$ cat config.mk
export PLATFORM = sky130hd
export DESIGN_NAME = uart_rx_framed_flat
export DESIGN_NICKNAME = d
export VERILOG_FILES = /design/src/rtl/uart_rx_framed_if.sv /design/src/rtl/uart_rx_framed.sv /design/src/flat_wrapper.sv
export SDC_FILE = /design/constraint.sdc
export NUM_CORES = 1
export LEC_CHECK = 0
export BUFFER_PORTS_ARGS = -buffer_cell sky130_fd_sc_hd__buf_4
export CORE_AREA = 2 2 73 68
export CTS_CLUSTER_DIAMETER = 120
export DETAILED_ROUTE_END_ITERATION = 16
export DIE_AREA = 0 0 75 70
export PLACE_DENSITY_LB_ADDON = 0.2
export SETUP_SLACK_MARGIN = 0.5
export SLEW_MARGIN = 20
export SYNTH_ARGS = -nofsm -noshare
export SYNTH_HDL_FRONTEND = slang
export SYNTH_SLANG_ARGS = --single-unit
$ cat constraint.sdc
create_clock -name clock -period 3.1 [get_ports clock]
set_input_delay 0.155 -clock clock [delete_from_list [all_inputs] [get_ports clock]]
set_output_delay 0.155 -clock clock [all_outputs]
set_load 0.005 [all_outputs]
$ cat src/rtl/uart_rx_framed_if.sv
// Receiver-side bundle for uart_rx_framed: serial line in, held word plus
// status flags out, and the consumer's ready handshake.
`timescale 1ns/1ps

interface uart_rx_framed_if #(
  parameter int DATA_WIDTH = 8
);
  logic                  rx;
  logic [DATA_WIDTH-1:0] data;
  logic                  valid;
  logic                  ready;
  logic                  parity_error;
  logic                  framing_error;
  logic                  overrun;
  logic                  busy;
  logic                  break_det;

  // Receiver side: samples the line, presents the word and flags.
  modport master (
    input  rx, ready,
    output data, valid, parity_error, framing_error, overrun, busy, break_det
  );

  // Line driver / consumer side.
  modport slave (
    output rx, ready,
    input  data, valid, parity_error, framing_error, overrun, busy, break_det
  );
endinterface

$ cat src/rtl/uart_rx_framed.sv
// uart_rx_framed: oversampling UART receiver with configurable data width,
// parity and stop bits, a one-word holding register with valid/ready
// handshake and overrun reporting.
// Optional feature macro: UART_RX_BREAK_DETECT_EN -- when defined, an
// all-zero frame is reported as a break pulse instead of a data word.
`timescale 1ns/1ps

module uart_rx_framed #(
  parameter int CLOCK_FREQ  = 50_000_000,
  parameter int BAUD_RATE   = 115_200,
  parameter int DATA_WIDTH  = 8,
  parameter int PARITY_MODE = 0,   // 0 none, 1 even, 2 odd
  parameter int STOP_BITS   = 1
) (
  input  logic            clock,
  input  logic            reset,
  uart_rx_framed_if.master bus
);

  localparam int TPB   = CLOCK_FREQ / BAUD_RATE;
  localparam int CNT_W = $clog2(TPB) + 1;

  localparam logic [CNT_W-1:0] CNT_FULL = CNT_W'(TPB);
  localparam logic [CNT_W-1:0] CNT_HALF = CNT_W'(TPB / 2);
  localparam logic [CNT_W-1:0] CNT_ONE  = CNT_W'(1);
  localparam logic [3:0]       LAST_DATA = 4'(DATA_WIDTH - 1);
  localparam logic [3:0]       LAST_STOP = 4'(STOP_BITS - 1);

`ifdef UART_RX_BREAK_DETECT_EN
  localparam bit BREAK_EN = 1'b1;
`else
  localparam bit BREAK_EN = 1'b0;
`endif

  typedef enum logic [2:0] {IDLE, START, DATA, PARITY, STOP} state_t;

  // Line synchronizer
  logic r_sync1;
  logic r_rx_s;

  // Frame FSM and bit timing
  state_t           r_state;
  state_t           w_state_nxt;
  logic [CNT_W-1:0] r_cnt;
  logic [CNT_W-1:0] w_cnt_nxt;
  logic             w_tick;
  logic             w_last_data;
  logic             w_last_stop;
  logic             w_frame_end;
  logic             w_is_break;
  logic             w_exp_par;

  // Frame accumulation
  logic [3:0]            r_bit_cnt;
  logic [DATA_WIDTH-1:0] r_shift;
  logic                  r_perr_acc;
  logic                  r_ferr_acc;
  logic                  r_all_zero;
  logic                  r_brk_wait;
  logic                  r_done;

  // Holding register and status outputs
  logic [DATA_WIDTH-1:0] r_data;
  logic                  r_valid;
  logic                  r_perr;
  logic                  r_ferr;
  logic                  r_overrun;
  logic                  r_break_det;

  // The counter reloads on every tick, so a tick is one cycle before it
  // would reach zero; this keeps bit spacing at exactly TPB cycles.
  assign w_tick      = (r_cnt == CNT_ONE);
  assign w_last_data = (r_bit_cnt == LAST_DATA);
  assign w_last_stop = (r_bit_cnt == LAST_STOP);
  assign w_exp_par   = (PARITY_MODE == 2) ? ~(^r_shift) : (^r_shift);
  assign w_is_break  = BREAK_EN && w_frame_end && r_all_zero && !r_rx_s;

  // Two-flop synchronizer on the asynchronous serial line.
  always_ff @(posedge clock) begin
    // NOTE: both flops reset to the idle level (1) so reset release never
    // looks like a start edge.
    if (reset) begin
      r_sync1 <= 1'b1;
      r_rx_s  <= 1'b1;
    end else begin
      // NOTE: non-blocking assignments make the two flops a real pipeline;
      // blocking here would collapse the synchronizer into one stage.
      r_sync1 <= bus.rx;
      r_rx_s  <= r_sync1;
    end
  end

  // FSM state and bit-timing counter register.
  always_ff @(posedge clock) begin
    if (reset) begin
      r_state <= IDLE;
      r_cnt   <= '0;
    end else begin
      r_state <= w_state_nxt;
      r_cnt   <= w_cnt_nxt;
    end
  end

  // Next-state and counter logic; frame end is flagged at the last
  // stop-bit sample, returning to IDLE mid-bit.
  always_comb begin
    // NOTE: every output of this block gets a default first, so no path
    // can leave one unassigned and infer a latch.
    w_state_nxt = r_state;
    w_cnt_nxt   = r_cnt;
    w_frame_end = 1'b0;
    unique case (r_state)
      IDLE: begin
        w_cnt_nxt = '0;
        if (!r_rx_s && !r_brk_wait) begin
          w_state_nxt = START;
          w_cnt_nxt   = CNT_HALF;
        end
      end
      START: begin
        if (w_tick) begin
          if (r_rx_s) begin
            w_state_nxt = IDLE;   // start bit did not hold: glitch
            w_cnt_nxt   = '0;
          end else begin
            w_state_nxt = DATA;
            w_cnt_nxt   = CNT_FULL;
          end
        end else begin
          w_cnt_nxt = r_cnt - CNT_ONE;
        end
      end
      DATA: begin
        if (w_tick) begin
          w_cnt_nxt = CNT_FULL;
          if (w_last_data) w_state_nxt = (PARITY_MODE != 0) ? PARITY : STOP;
        end else begin
          w_cnt_nxt = r_cnt - CNT_ONE;
        end
      end
      PARITY: begin
        if (w_tick) begin
          w_cnt_nxt   = CNT_FULL;
          w_state_nxt = STOP;
        end else begin
          w_cnt_nxt = r_cnt - CNT_ONE;
        end
      end
      STOP: begin
        if (w_tick) begin
          if (w_last_stop) begin
            w_state_nxt = IDLE;
            w_cnt_nxt   = '0;
            w_frame_end = 1'b1;
          end else begin
            w_cnt_nxt = CNT_FULL;
          end
        end else begin
          w_cnt_nxt = r_cnt - CNT_ONE;
        end
      end
      default: begin
        w_state_nxt = IDLE;
        w_cnt_nxt   = '0;
      end
    endcase
  end

  // Bit sampling: shift data LSB first, accumulate parity/framing status and
  // the all-zero tracker used by break detection.
  always_ff @(posedge clock) begin
    if (reset) begin
      r_bit_cnt  <= '0;
      r_shift    <= '0;
      r_perr_acc <= 1'b0;
      r_ferr_acc <= 1'b0;
      r_all_zero <= 1'b0;
      r_brk_wait <= 1'b0;
      r_done     <= 1'b0;
    end else begin
      // Accumulators stay stable for the cycle after frame end because the
      // next START tick is at least TPB/2 cycles away.
      r_done <= w_frame_end;

      if (w_is_break)  r_brk_wait <= 1'b1;
      else if (r_rx_s) r_brk_wait <= 1'b0;

      if (w_tick) begin
        unique case (r_state)
          START: begin
            r_bit_cnt  <= '0;
            r_perr_acc <= 1'b0;
            r_ferr_acc <= 1'b0;
            r_all_zero <= 1'b1;
          end
          DATA: begin
            r_shift    <= {r_rx_s, r_shift[DATA_WIDTH-1:1]};
            r_all_zero <= r_all_zero & ~r_rx_s;
            r_bit_cnt  <= w_last_data ? 4'd0 : r_bit_cnt + 4'd1;
          end
          PARITY: begin
            r_perr_acc <= (r_rx_s != w_exp_par);
            r_all_zero <= r_all_zero & ~r_rx_s;
          end
          STOP: begin
            r_ferr_acc <= r_ferr_acc | ~r_rx_s;
            r_all_zero <= r_all_zero & ~r_rx_s;
            r_bit_cnt  <= r_bit_cnt + 4'd1;
          end
          default: ;
        endcase
      end
    end
  end

  // Holding register: load a finished frame if the slot is free or being
  // consumed this cycle, otherwise drop it and pulse overrun.
  always_ff @(posedge clock) begin
    if (reset) begin
      r_data      <= '0;
      r_valid     <= 1'b0;
      r_perr      <= 1'b0;
      r_ferr      <= 1'b0;
      r_overrun   <= 1'b0;
      r_break_det <= 1'b0;
    end else begin
      r_overrun   <= 1'b0;
      r_break_det <= 1'b0;
      if (r_done && BREAK_EN && r_all_zero) begin
        r_break_det <= 1'b1;
        if (r_valid && bus.ready) r_valid <= 1'b0;
      end else if (r_done) begin
        if (!r_valid || bus.ready) begin
          r_data  <= r_shift;
          r_perr  <= r_perr_acc;
          r_ferr  <= r_ferr_acc;
          r_valid <= 1'b1;
        end else begin
          r_overrun <= 1'b1;
        end
      end else if (r_valid && bus.ready) begin
        r_valid <= 1'b0;
      end
    end
  end

  assign bus.data          = r_data;
  assign bus.valid         = r_valid;
  assign bus.parity_error  = r_perr;
  assign bus.framing_error = r_ferr;
  assign bus.overrun       = r_overrun;
  assign bus.break_det     = r_break_det;
  assign bus.busy          = (r_state != IDLE);

endmodule

$ cat src/flat_wrapper.sv
// flat-port wrapper written by rule: the top's interface ports become plain ports
module uart_rx_framed_flat 
#(
  parameter int CLOCK_FREQ  = 50_000_000,
  parameter int BAUD_RATE   = 115_200,
  parameter int DATA_WIDTH  = 8,
  parameter int PARITY_MODE = 0,                           
  parameter int STOP_BITS   = 1
)
  (clock, reset, bus_rx, bus_ready, bus_data, bus_valid, bus_parity_error, bus_framing_error, bus_overrun, bus_busy, bus_break_det);
  uart_rx_framed_if #(.DATA_WIDTH(DATA_WIDTH)) bus_i ();
  input  logic clock;
  input  logic reset;
  input wire logic [$bits(bus_i.rx)-1:0] bus_rx;
  input wire logic [$bits(bus_i.ready)-1:0] bus_ready;
  output wire logic [$bits(bus_i.data)-1:0] bus_data;
  output wire logic [$bits(bus_i.valid)-1:0] bus_valid;
  output wire logic [$bits(bus_i.parity_error)-1:0] bus_parity_error;
  output wire logic [$bits(bus_i.framing_error)-1:0] bus_framing_error;
  output wire logic [$bits(bus_i.overrun)-1:0] bus_overrun;
  output wire logic [$bits(bus_i.busy)-1:0] bus_busy;
  output wire logic [$bits(bus_i.break_det)-1:0] bus_break_det;
  assign bus_i.rx = bus_rx;
  assign bus_i.ready = bus_ready;
  assign bus_data = bus_i.data;
  assign bus_valid = bus_i.valid;
  assign bus_parity_error = bus_i.parity_error;
  assign bus_framing_error = bus_i.framing_error;
  assign bus_overrun = bus_i.overrun;
  assign bus_busy = bus_i.busy;
  assign bus_break_det = bus_i.break_det;
  uart_rx_framed #(.CLOCK_FREQ(CLOCK_FREQ), .BAUD_RATE(BAUD_RATE), .DATA_WIDTH(DATA_WIDTH), .PARITY_MODE(PARITY_MODE), .STOP_BITS(STOP_BITS)) u_core (.clock(clock), .reset(reset), .bus(bus_i));
endmodule
# == Word level (Yosys, flattened, before mapping) ==
# Cells that the tools add are included.
# totals
reg_bits,42
in_bits,4
output_inout_bits,14
wordCells,83
# classes
add_sub_neg,2
n_eq_ne,15
muxes,25
bitwise_logic,5
n_reduce_logical,22
# op_table
op,count
$pmux 10 s4,1
$mux 10,3
$mux 3,7
$mux 9,2
$pmux 3 s5,1
$ne 2x1->1 const B,7
$pmux 4 s3,1
$reduce_and 2->1,6
$eq 10x1->1 const B,1
$sub 10x1->10 const B,1
$mux 8,1
$reduce_xor 8->1,1
$reduce_and 7->1,1
$eq 3x2->1 const B,2
$reduce_bool 2->1,3
$reduce_bool 3->1,2
$mux 1,5
$add 4x1->4 const B,1
$eq 4x3->1 const B,1
$logic_not 4->1,1
$mux 4,1
$not 1->1,4
$pmux 1 s2,2
$reduce_or 2->1,2
other kinds (11),12

# == Depth between registers and ports, before layout ==
# depth
depth_word,4
mapped_depth,9
mapped_depth_nobuf,7

# == Least setup slack after synthesis ==
# Ideal clock, no wire load.
# synth_path
path_kind,register to register
from,register u_core.r_cnt[0]
to,register u_core.r_shift[6]
setup_time_ns,0.132
t_arrival_ns,2.088
required_time_ns,2.968
setup_slack_ns,0.880
stages_incl_launch_ff,9
n_path_buf,2
synth_period_minus_slack_ns,2.220
cell_sequence,dfxtp_1 ha_1 or4b_4 or4_1 buf_2 or3_1 clkbuf_1 nand2_1 a21oi_1
# synth_between
elab_chain_cells,2
# synth_lines
element,line_no,source
"start, declared",uart_rx_framed.sv:44,logic [CNT_W-1:0] r_cnt;
"start signal, assigned",uart_rx_framed.sv:100,r_cnt <= w_cnt_nxt;
$eq 10x1->1,uart_rx_framed.sv:72,assign w_tick = (r_cnt == CNT_ONE);
$reduce_and 2->1 (no line),--,
"end signal, assigned",uart_rx_framed.sv:197,"r_shift <= {r_rx_s, r_shift[DATA_WIDTH-1:1]};"
"end, declared",uart_rx_framed.sv:55,logic [DATA_WIDTH-1:0] r_shift;
# Every way passes these cells.
# A chain may end at the register's enable or synchronous reset.

# == Worst setup path in the final report ==
# layout_path
from,register u_core.r_cnt[0]
to,register u_core.r_shift[7]
# Same word-level chain as after synthesis.

==> metrics.md <==
| Metric | Value |
|---|---|
| Worst slew pin tran | 0.549 ns |
| Filler Cells Inserted | 452 |
| Clock skew | 0.00445 ns |
| CTS tree | done |
| Worst rel slew slack | 63.3% |
| Initial Utilization | 41.3% |
| Max Freq | 0.420 GHz |
| Worst-skew pair later-pin latency | 0.29 ns |
| Via count | 1457 |
| CP Launch Type | register |
| Sequential-to-total area share from yosys stat | 44.3% |
| EDFF count, synth | 0 |
| Boundary Pins | 18 |
| Post_cts resized | 0 |
| Share of the synthesized area in the top cell type | 44.3% |
| Ranking of synthesized cells by area | dfxtp_1 44%, mux2i_1 5.8%, a21oi_1 5.5%, xnor2_1 5.1%, nor2_1 4.9% |
| Final TNS setup | 0 ns |
| WP data arrival | 2.56 ns |
| FP Rows | 24 |
| Asr flop ratio synth | 0% |
| GRT Total Usage | 14.4% |
| Critical R2R Capture | u_core.r_shift[7]$_SDFFE_PP0P_ |
| Outcome | finished clean |
| Layout cells sized above 1 | 13.9% |
| Final hold vios | 0 |
| Hold Buf Count CTS | 0 |
| HP Class | input pin to register |
| Cell with the most instances after synthesis | dfxtp_1 |
| Port Buf Inserts | 16 |
| Diodes inserted | 0 |
| Initial antenna violation count | 0 |
| Final wirelength | 3590 um |
| Final setup violation count | 0 |
| Clock buffer count from CTS | 5 |
| DR WL/cell | 12.2 um |
| Peak supply drop | 0.293 mV |
| CP endpoint | u_core.r_shift[7]$_SDFFE_PP0P_ |
| Placed Instances | 287 |
| Cell count of the worst reg-to-reg path | 6 |
| Clock Pin Slew Worst Setup and Hold Paths | 0.08 ns |
| Max-cap violation count | 0 |
| Setup bufs post-CTS | 0 |
| Cells after synthesis | 217 |
| Post-route ant nets | 0 |
| Flops & latches, synth | 42 |
| Slew Limit Fails | 0 |
| Nets@finish | 237 |
| Non-filler cells, final | 295 |
| Power Dens Cells | 460 nW/um2 |
| Die H | 70 um |
| Global route overflow | 0 |
| Via/cell ratio | 4.94 |
| Worst-path maximum fanout | 9 |
| Critical path startpoint | u_core.r_cnt[0]$_SDFF_PP0_ |
| Largest net degree at the start of global routing | 32 |
| HPWL after DPL | 2450 um |
| Cell variety after synth | 44 |
| Vias in the first global route | 1251 |
| DRT Pass-1 Iters | 4 |
| Maximum level of the CTS H-tree | 2 |
| Root Driver | clkbuf_8 |
| Synthesized Nets | 225 |
| GPL Wtd Cong | 0.755 |
| Sink Count | 42 |
| Area Growth Syn to Fin | 13.5% |
| Drt initial violations | 51 |
| Synth Cell Area | 1900 um2 |
| DRC | 0 |
| RSZ-0062 raised after global routing | no |
| RR Startpoint | u_core.r_cnt[0]$_SDFF_PP0_ |
| Worst reg2reg setup slack | 0.72 ns |
| Min Hold Slack | 0.0389 ns |
| Critical path class | register to register |
| Final min period | 2.38 ns |
| Final cycle utilization of the critical path | 76.9% |
| Worst EP required | 3.27 ns |
| Dominant synthesized flop cell | dfxtp_1 |
| Clk buf depth | 2 |
| Post-synthesis average cell area | 8.74 um2 |
| Power Total | 0.991 mW |
| Die X | 75 um |
| Setup crit end kind | register |
| Leading area contributor after synthesis | dfxtp_1 |
| Most common library cells after synthesis | 42 x dfxtp_1, 25 x nor2_1, 21 x a21oi_1, 21 x nand2_1 |
| Warnings, synthesis | 0 |
| Die area | 5250 um2 |
| Pleak | 0.885 nW |
| Core area | 4590 um2 |
| First-pass GRT wire length | 5830 um |
## layer usage
| layer | track usage [%] | routed length [um] |
|---|---|---|
| met1 | 22.0 | 2010 |
| met2 | 18.9 | 1430 |
| met3 | 4.33 | 120 |
| met4 | 4.76 | 34 |
| met5 | 0 | 0 |
## cells in the final DEF, fill, tap and decap left out, types with 2 or more instances in the layout
cell | synthesis | layout
dfxtp_1 | 42 | 42
nor2_1 | 25 | 25
nand2_1 | 21 | 21
a21oi_1 | 21 | 21
buf_4 | 1 | 18
mux2i_1 | 11 | 11
xnor2_1 | 11 | 11
inv_1 | 10 | 10
o21ai_0 | 10 | 9
clkbuf_8 | 0 | 6
or3_1 | 5 | 5
nor3_1 | 4 | 4
nand2b_1 | 4 | 4
xor2_1 | 4 | 4
ha_1 | 4 | 4
o21ai_1 | 1 | 2
nand3_1 | 2 | 2
or4_1 | 2 | 2
a31oi_1 | 2 | 2
or2_2 | 2 | 2
nor2b_1 | 2 | 2
## cell type report
cell class                 count  area, um2  area share [%]
multi-input combinational    152        963            44.7
tap                           65       81.3            3.78
timing repair buffer          18        135            6.28
clock buffer                   6       82.6            3.83
sequential                    42        841            39.0
inverter                      10       37.5            1.74
clock inverter                 2       12.5           0.581
## where the power goes
group	internal (mW)	switching (mW)	total, mW
Sequential	0.545	0.00840	0.554
Combinational	0.0284	0.0386	0.0669
Clock	0.179	0.191	0.370
## critical path, stage by stage (launching register included)
cell and delay (ns):
dfxtp_1 0.37, ha_1 0.14, or4b_4 0.48, or4_1 0.60, or3_1 0.50, nand2_1 0.12, a21oi_1 0.06
## state kept, by name, indices dropped and copies added, names as in the netlist
signal / count
u_core.r_cnt: 10
u_core.r_perr_acc: 1
u_core.r_bit_cnt: 4
u_core.r_rx_s: 1
u_core.r_shift: 8
u_core.r_ferr_acc: 1
u_core.bus.framing_error: 1
u_core.r_sync1: 1
u_core.bus.valid: 1
u_core.r_done: 1
u_core.bus.parity_error: 1
u_core.bus.data: 8
u_core.bus.overrun: 1
u_core.r_state: 3
## worst min path at each step
| stage | startpoint | to | slack (ns) | cells past startpoint |
|---|---|---|---|---|
| CTS | bus_rx | u_core.r_sync1$_SDFF_PP1_ | 0.03 | 2 |
| global route | bus_rx | u_core.r_sync1$_SDFF_PP1_ | 0.03 | 2 |
| detailed placement | bus_rx | u_core.r_sync1$_SDFF_PP1_ | 0.34 | 2 |
| global placement | bus_rx | u_core.r_sync1$_SDFF_PP1_ | 0.34 | 2 |
| floorplan | bus_rx | u_core.r_sync1$_SDFF_PP1_ | 0.26 | 1 |
| finish | bus_rx | u_core.r_sync1$_SDFF_PP1_ | 0.04 | 2 |
## per-stage QoR
step	util [%]	worst slack [ns]	cell area, um2
after detailed placement	44.8	0.713	2060
after CTS	46.9	0.707	2150
final	46.9	0.716	2150
after floorplan	-	0.880	1900
after global routing	46.9	0.553	2150
after global placement	44.8	0.767	2060
## kinds of logic (layout without fill, tap and decap cells)
logic type,Yosys count,after routing,share of synthesized area [%]
other cells,1,1,0.198
fa+ha+maj,4,4,2.64
mux,11,11,5.80
buf+inv,23,36,4.88
xor+xnor,15,15,6.93
flops,42,42,44.3
compound gates,44,44,14.2
simple gates,77,77,21.0
No activity file was read; power rests on OpenSTA's default activity.
